===== src/rtl/debug_overlay_renderer.sv =====
// Debug text overlay: a PC line plus a page of register lines shown as hex, composited
// over the game pixel stream. The values come from a frame-start snapshot. Latency is 2 cycles.
module debug_overlay_renderer #(
  parameter int unsigned NUM_REGS     = 32,
  parameter int unsigned ROWS_VISIBLE = 16,
  parameter int unsigned CELL_SHIFT   = 4,
  parameter logic [23:0] FG_RGB       = 24'hFFFFFF,
  parameter logic [23:0] BG_RGB       = 24'h000000,
  localparam int unsigned NUM_PAGES   = (NUM_REGS + ROWS_VISIBLE - 1) / ROWS_VISIBLE,
  localparam int unsigned PW          = (NUM_PAGES > 1) ? $clog2(NUM_PAGES) : 1,
  localparam int unsigned IW          = (NUM_REGS > 1) ? $clog2(NUM_REGS) : 1
) (
  input  logic                   clk_in,
  input  logic                   rst_n_in,
  input  logic [10:0]            hcount_in,
  input  logic [9:0]             vcount_in,
  input  logic                   debug_mode_in,
  input  logic                   freeze_in,
  input  logic                   page_next_in,
  input  logic [31:0]            pc_in,
  input  logic [NUM_REGS*32-1:0] reg_flat_in,
  input  logic [23:0]            game_rgb_in,
  output logic [7:0]             glyph_idx_out,
  input  logic [34:0]            glyph_map_in,
  output logic [23:0]            rgb_out,
  output logic [PW-1:0]          page_out
);

  logic [31:0]                r_pc;
  logic [NUM_REGS-1:0][31:0]  r_regs;
  logic [PW-1:0]              r_page;
  logic [34:0]                r_map;
  logic                       r_ovl;
  logic [23:0]                r_game;
  logic [CELL_SHIFT-1:0]      r_ox;
  logic [CELL_SHIFT-1:0]      r_oy;
  logic [23:0]                r_rgb;

  int unsigned w_col, w_row, w_idx, w_nsel;
  logic        w_in_ovl, w_valid, w_lit;
  logic [31:0] w_val;
  logic [3:0]  w_nib;
  logic [7:0]  w_hex, w_ch;
  int unsigned w_px, w_py;

  always_ff @(posedge clk_in) begin
    if (!rst_n_in) begin
      r_pc   <= '0;
      r_regs <= '0;
      r_page <= '0;
    end else begin
      if (hcount_in == '0 && vcount_in == '0 && !freeze_in) begin
        r_pc   <= pc_in;
        r_regs <= reg_flat_in;
      end
      if (page_next_in)
        r_page <= (32'(r_page) == NUM_PAGES - 1) ? '0 : r_page + 1'b1;
    end
  end

  // Stage 0: cell addressing and character selection
  always_comb begin
    w_col    = 32'(hcount_in) >> CELL_SHIFT;
    w_row    = 32'(vcount_in) >> CELL_SHIFT;
    w_in_ovl = debug_mode_in && (w_col < 16) && (w_row <= ROWS_VISIBLE);
    w_idx    = 32'(r_page) * ROWS_VISIBLE + w_row - 1;
    w_valid  = (w_row == 0) || (w_idx < NUM_REGS);
    w_val    = '0;
    if (w_row == 0)
      w_val = r_pc;
    else if (w_idx < NUM_REGS)
      w_val = r_regs[IW'(w_idx)];
    w_nsel = (w_col <= 10) ? 14 - w_col : 15 - w_col;
    w_nib  = 4'(w_val >> (4 * w_nsel));
    w_hex  = (w_nib < 4'd10) ? 8'h30 + 8'(w_nib) : 8'h37 + 8'(w_nib);
    case (w_col)
      0:       w_ch = (w_row == 0) ? "p" : "x";
      1:       w_ch = (w_row == 0) ? "c" : 8'h30 + 8'((w_idx / 10) % 10);
      2:       w_ch = (w_row == 0) ? " " : 8'h30 + 8'(w_idx % 10);
      3:       w_ch = ":";
      4:       w_ch = " ";
      5:       w_ch = "0";
      6:       w_ch = "x";
      11:      w_ch = "_";
      default: w_ch = w_hex;
    endcase
    glyph_idx_out = (rst_n_in && w_in_ovl && w_valid) ? w_ch : 8'h20;
  end

  always_ff @(posedge clk_in) begin
    if (!rst_n_in) begin
      r_map  <= '0;
      r_ovl  <= 1'b0;
      r_game <= '0;
      r_ox   <= '0;
      r_oy   <= '0;
      r_rgb  <= '0;
    end else begin
      r_map  <= glyph_map_in;
      r_ovl  <= w_in_ovl;
      r_game <= game_rgb_in;
      r_ox   <= hcount_in[CELL_SHIFT-1:0];
      r_oy   <= vcount_in[CELL_SHIFT-1:0];
      r_rgb  <= !r_ovl ? r_game : (w_lit ? FG_RGB : BG_RGB);
    end
  end

  // Glyphs are 5x7 inside the cell; the cell offset is scaled down to an 8x8 grid
  always_comb begin
    w_px  = 32'(r_ox) >> (CELL_SHIFT - 3);
    w_py  = 32'(r_oy) >> (CELL_SHIFT - 3);
    w_lit = (w_px < 5) && (w_py < 7) && r_map[6'(w_py * 5 + w_px)];
  end

  assign rgb_out  = r_rgb;
  assign page_out = r_page;

endmodule

===== config.mk =====
export PLATFORM = sky130hd
export DESIGN_NAME = debug_overlay_renderer
export DESIGN_NICKNAME = d
export VERILOG_FILES = /design/src/rtl/debug_overlay_renderer.sv
export SDC_FILE = /design/constraint.sdc
export NUM_CORES = 2
export LEC_CHECK = 0
export CAP_MARGIN = 15
export CORE_AREA = 10 10 445 447
export CTS_BUF_LIST = sky130_fd_sc_hd__clkbuf_4 sky130_fd_sc_hd__clkbuf_8
export CTS_CLUSTER_SIZE = 40
export DETAILED_ROUTE_END_ITERATION = 12
export DIE_AREA = 0 0 455 457
export GPL_TIMING_DRIVEN = 0
export MAX_ROUTING_LAYER = met4
export RECOVER_POWER = 50
export SYNTH_ARGS = -nofsm -noshare
export SYNTH_HDL_FRONTEND = slang
export SYNTH_SLANG_ARGS = --single-unit

===== constraint.sdc =====
create_clock -name clk_in -period 7.95 [get_ports clk_in]
set_input_delay 1.59 -clock clk_in [delete_from_list [all_inputs] [get_ports clk_in]]
set_output_delay 1.59 -clock clk_in [all_outputs]
set_load 0.01 [all_outputs]

==> run metrics <==
clock sinks=1147; crit path launch=vcount_in[4]; DR vias/cell=5.16; port bufs=around 1200; xor and xnor area share after synthesis=0.00280; adder-cell share of the synthesized area=0.00922; die height=~460 um; register area=between 20000 and 25000 sq um; post-synthesis mux area share=0.132; clock latency on the worst-skew pair=1.03 ns; GR Util met3=0.0619; Mapped Nets=between 7000 and 8000; fin nets=8562; fin util=0.398; Post-DP HPWL=about 280000 um; DR pass1 iterations=8; post-synthesis register bit count=~1100; Leak=25.1 nW; FF-to-FF path depth=11; largest delay contributor family on the critical path=buffers and inverters; number of flops mapped to enable cells by yosys=0; Layout area overhead=42.9%; Synth Area in Simple Gates=0.190; Die Width=455 um; antenna-violating nets left=0; Compound-Gate Fraction of Synth Area=0.191; Worst Path Buf+Inv=13; Non-Filler Instances=roughly 10000; ys flop type=dfxtp_1; CTS tree=yes; grt ovf=0; core area=189000 sq um; Slowest Stage Delay on Critical Path=0.37 ns; startpoint types=primary input; asr flop ratio synth=0; max cap viols=0; routability cong.=0.991; Distinct cells, synth=about 100; Least-Margin Pin Slew=1.33 ns; Die ar.=~210000 sq um; yosys warns=0; via count=~53000; standard-cell rows=160; main combinational cell family by area after synthesis=compound AO/OA/AOI/OAI gates; VDD IR-drop max=about 0.00017 V; WP data required=6.36 ns; Starting Density=0.278; 1st-iter DRT viols=4869; GR peak layer=met2; Slew Limit Fails=0; worst reg2reg setup slack=4.16 ns; placed cell count=9606; RR Endpoint=rgb_out[17]; post-route clock period utilization=1.02; power per standard cell area=between 150 and 200 nW/um^2; Seq/Total Area, Yosys=0.436; worst setup margin=-0.192 ns; Worst Skew=0.0282 ns; Critical Path AT=around 6.6 ns; crit path time final=around 8 ns; Clk Tree Root Cell=clkbuf_8; Yosys top cell area share=0.436; worst min path class=flip-flop to flip-flop; Yosys top cell by area=dfxtp_1; Clock transition at path regs=0.06 ns; critical path class=primary input to primary output; Final setup viols=7; Clock H-tree levels=4; violated checks=setup timing; count leader, synth=nand2_1; grt met2 use=0.544; first-pass GRT wire length=~450000 um; Post-Route Setup TNS=-0.749 ns; slowest CP cell=a2111oi_2; synth top area cells=dfxtp_1, nand2_1, a21boi_0; Worst slew margin=0.114; io pins=roughly 1200; CTS max path bufs=3; total CTS buffers=205; number of global-route vias before repair=around 52000; FMAX=between 100 and 150 MHz; Fin. Hold Viols=0; run status=finished with violations; Hold-fix buffers, CTS=0; met1 Track Usage GR=0.374; Worst Path Max Fanout=11; largest net degree at the start of global routing=17; Post-Syn Instances=slightly below 6000; worst r2r src=r_oy[1]; initial antenna violation count=140; overall power=around 15 mW; Post-synth top cells=nand2_1, dfxtp_1, a21boi_0, clkbuf_1, mux4_2; crit path to=glyph_idx_out[2]; Tot GR Track Use=0.329; Residual DRC=0; CP most frequent cell=buf_16; Mapped Avg Cell Area=~8.9 sq um; WP depth=26; element type at the critical path end=primary output; RSZ-0062 raised after global routing=yes; final WL=around 350000 um; synthesized area=~53000 sq um; fill count=19137; layout cells sized above 1=0.136; DR WL/cell=roughly 34 um; Multi-input gate area=around 28000 sq um
==> worst reg2reg max path, cell delays in order (launching register included) <==
cell and delay (ns):
dfxtp_1 0.33, ha_1 0.30, ha_1 0.31, inv_1 0.07
fa_1 0.45, xor2_1 0.41, mux4_2 0.34, mux2_2 0.15
nor2_1 0.03, a211oi_1 0.74, clkbuf_1 0.39, o21a_1 0.20
==> cells in the final DEF (no fill, tap or decap), types with 24 or more instances in the layout <==
cell type / n
and2_0: 40
clkdlybuf4s50_1: 1133
nand3_1: 34
dfxtp_1: 1147
o21a_1: 25
clkbuf_4: 72
a21oi_1: 29
a21boi_0: 1056
nand2_1: 2233
buf_4: 92
mux4_2: 270
and2_1: 31
dlygate4sd3_1: 26
nor2b_1: 27
mux2i_1: 64
clkbuf_8: 257
ha_1: 27
buf_12: 24
o21ai_0: 35
nor2_1: 33
clkbuf_1: 378
diode_2: 113
==> flip-flops by register name, indices dropped and copies added, names as in the netlist, 3 cells and up <==
| register | count |
|---|---|
| r_regs | 1024 |
| r_map | 35 |
| r_pc | 32 |
| r_game | 24 |
| rgb_out | 24 |
| r_ox | 3 |
| r_oy | 3 |
==> stage by stage <==
stage	instance area [sq um]	worst slack, ns	hold WS, ns
floorplan	52700	0.00425	0.438
detailed placement	68000	-6.65	0.453
global route	75200	-0.289	0.474
CTS	74700	-0.0976	0.461
global placement	67500	-6.95	0.446
finish	75300	-0.192	0.458
==> what timing repair did <==
item / 4_1_cts / 5_1_grt
setup endpoints to repair: 354 / 7
setup buffers: 67 / 17
pin swaps: 49 / 23
gates resized for setup: 392 / 44
gates cloned: 2 / 0
==> power by group <==
part | total, mW | switching [mW] | internal [mW]
Clock | 6.18 | 2.76 | 3.42
Sequential | 5.78 | 0.00757 | 5.77
Combinational | 2.61 | 1.40 | 1.22
Total | 14.6 | 4.16 | 10.4
==> layer usage <==
metal	vias up	share of wire
li1	23227	-
met1	25959	0.39
met2	2661	0.49
met3	670	0.068
met4	0	0.059
met5	-	0
==> cell type report <==
cell class / instances / share of cell area
Buffer: 484 / 0.0363
Timing Repair Buffer: 1281 / 0.173
Clock inverter: 43 / 0.00655
Sequential cell: 1147 / 0.305
Multi-Input combinational cell: 4239 / 0.379
Tap cell: 2511 / 0.0417
Clock buffer: 322 / 0.0533
Antenna cell: 113 / 0.00376
Inverter: 28 / 0.00166
==> worst min path at each step <==
stage                            from          end  depth (start not counted)
after floorplan           r_regs[161]  r_regs[161]                          2
after global placement    r_regs[866]  r_regs[866]                          2
after detailed placement   r_regs[30]   r_regs[30]                          2
after CTS                  r_regs[30]   r_regs[30]                          2
after global routing      r_regs[320]  r_regs[320]                          2
final                      r_regs[30]   r_regs[30]                          2
==> cells by family after synthesis <==
family | Yosys count
simple gates | 2502
buf+inv | 514
compound gates | 1327
mux | 357
flops | 1147
xor+xnor | 13
other cells | 2
fa+ha+maj | 38
(Power assumes the default switching activity.)
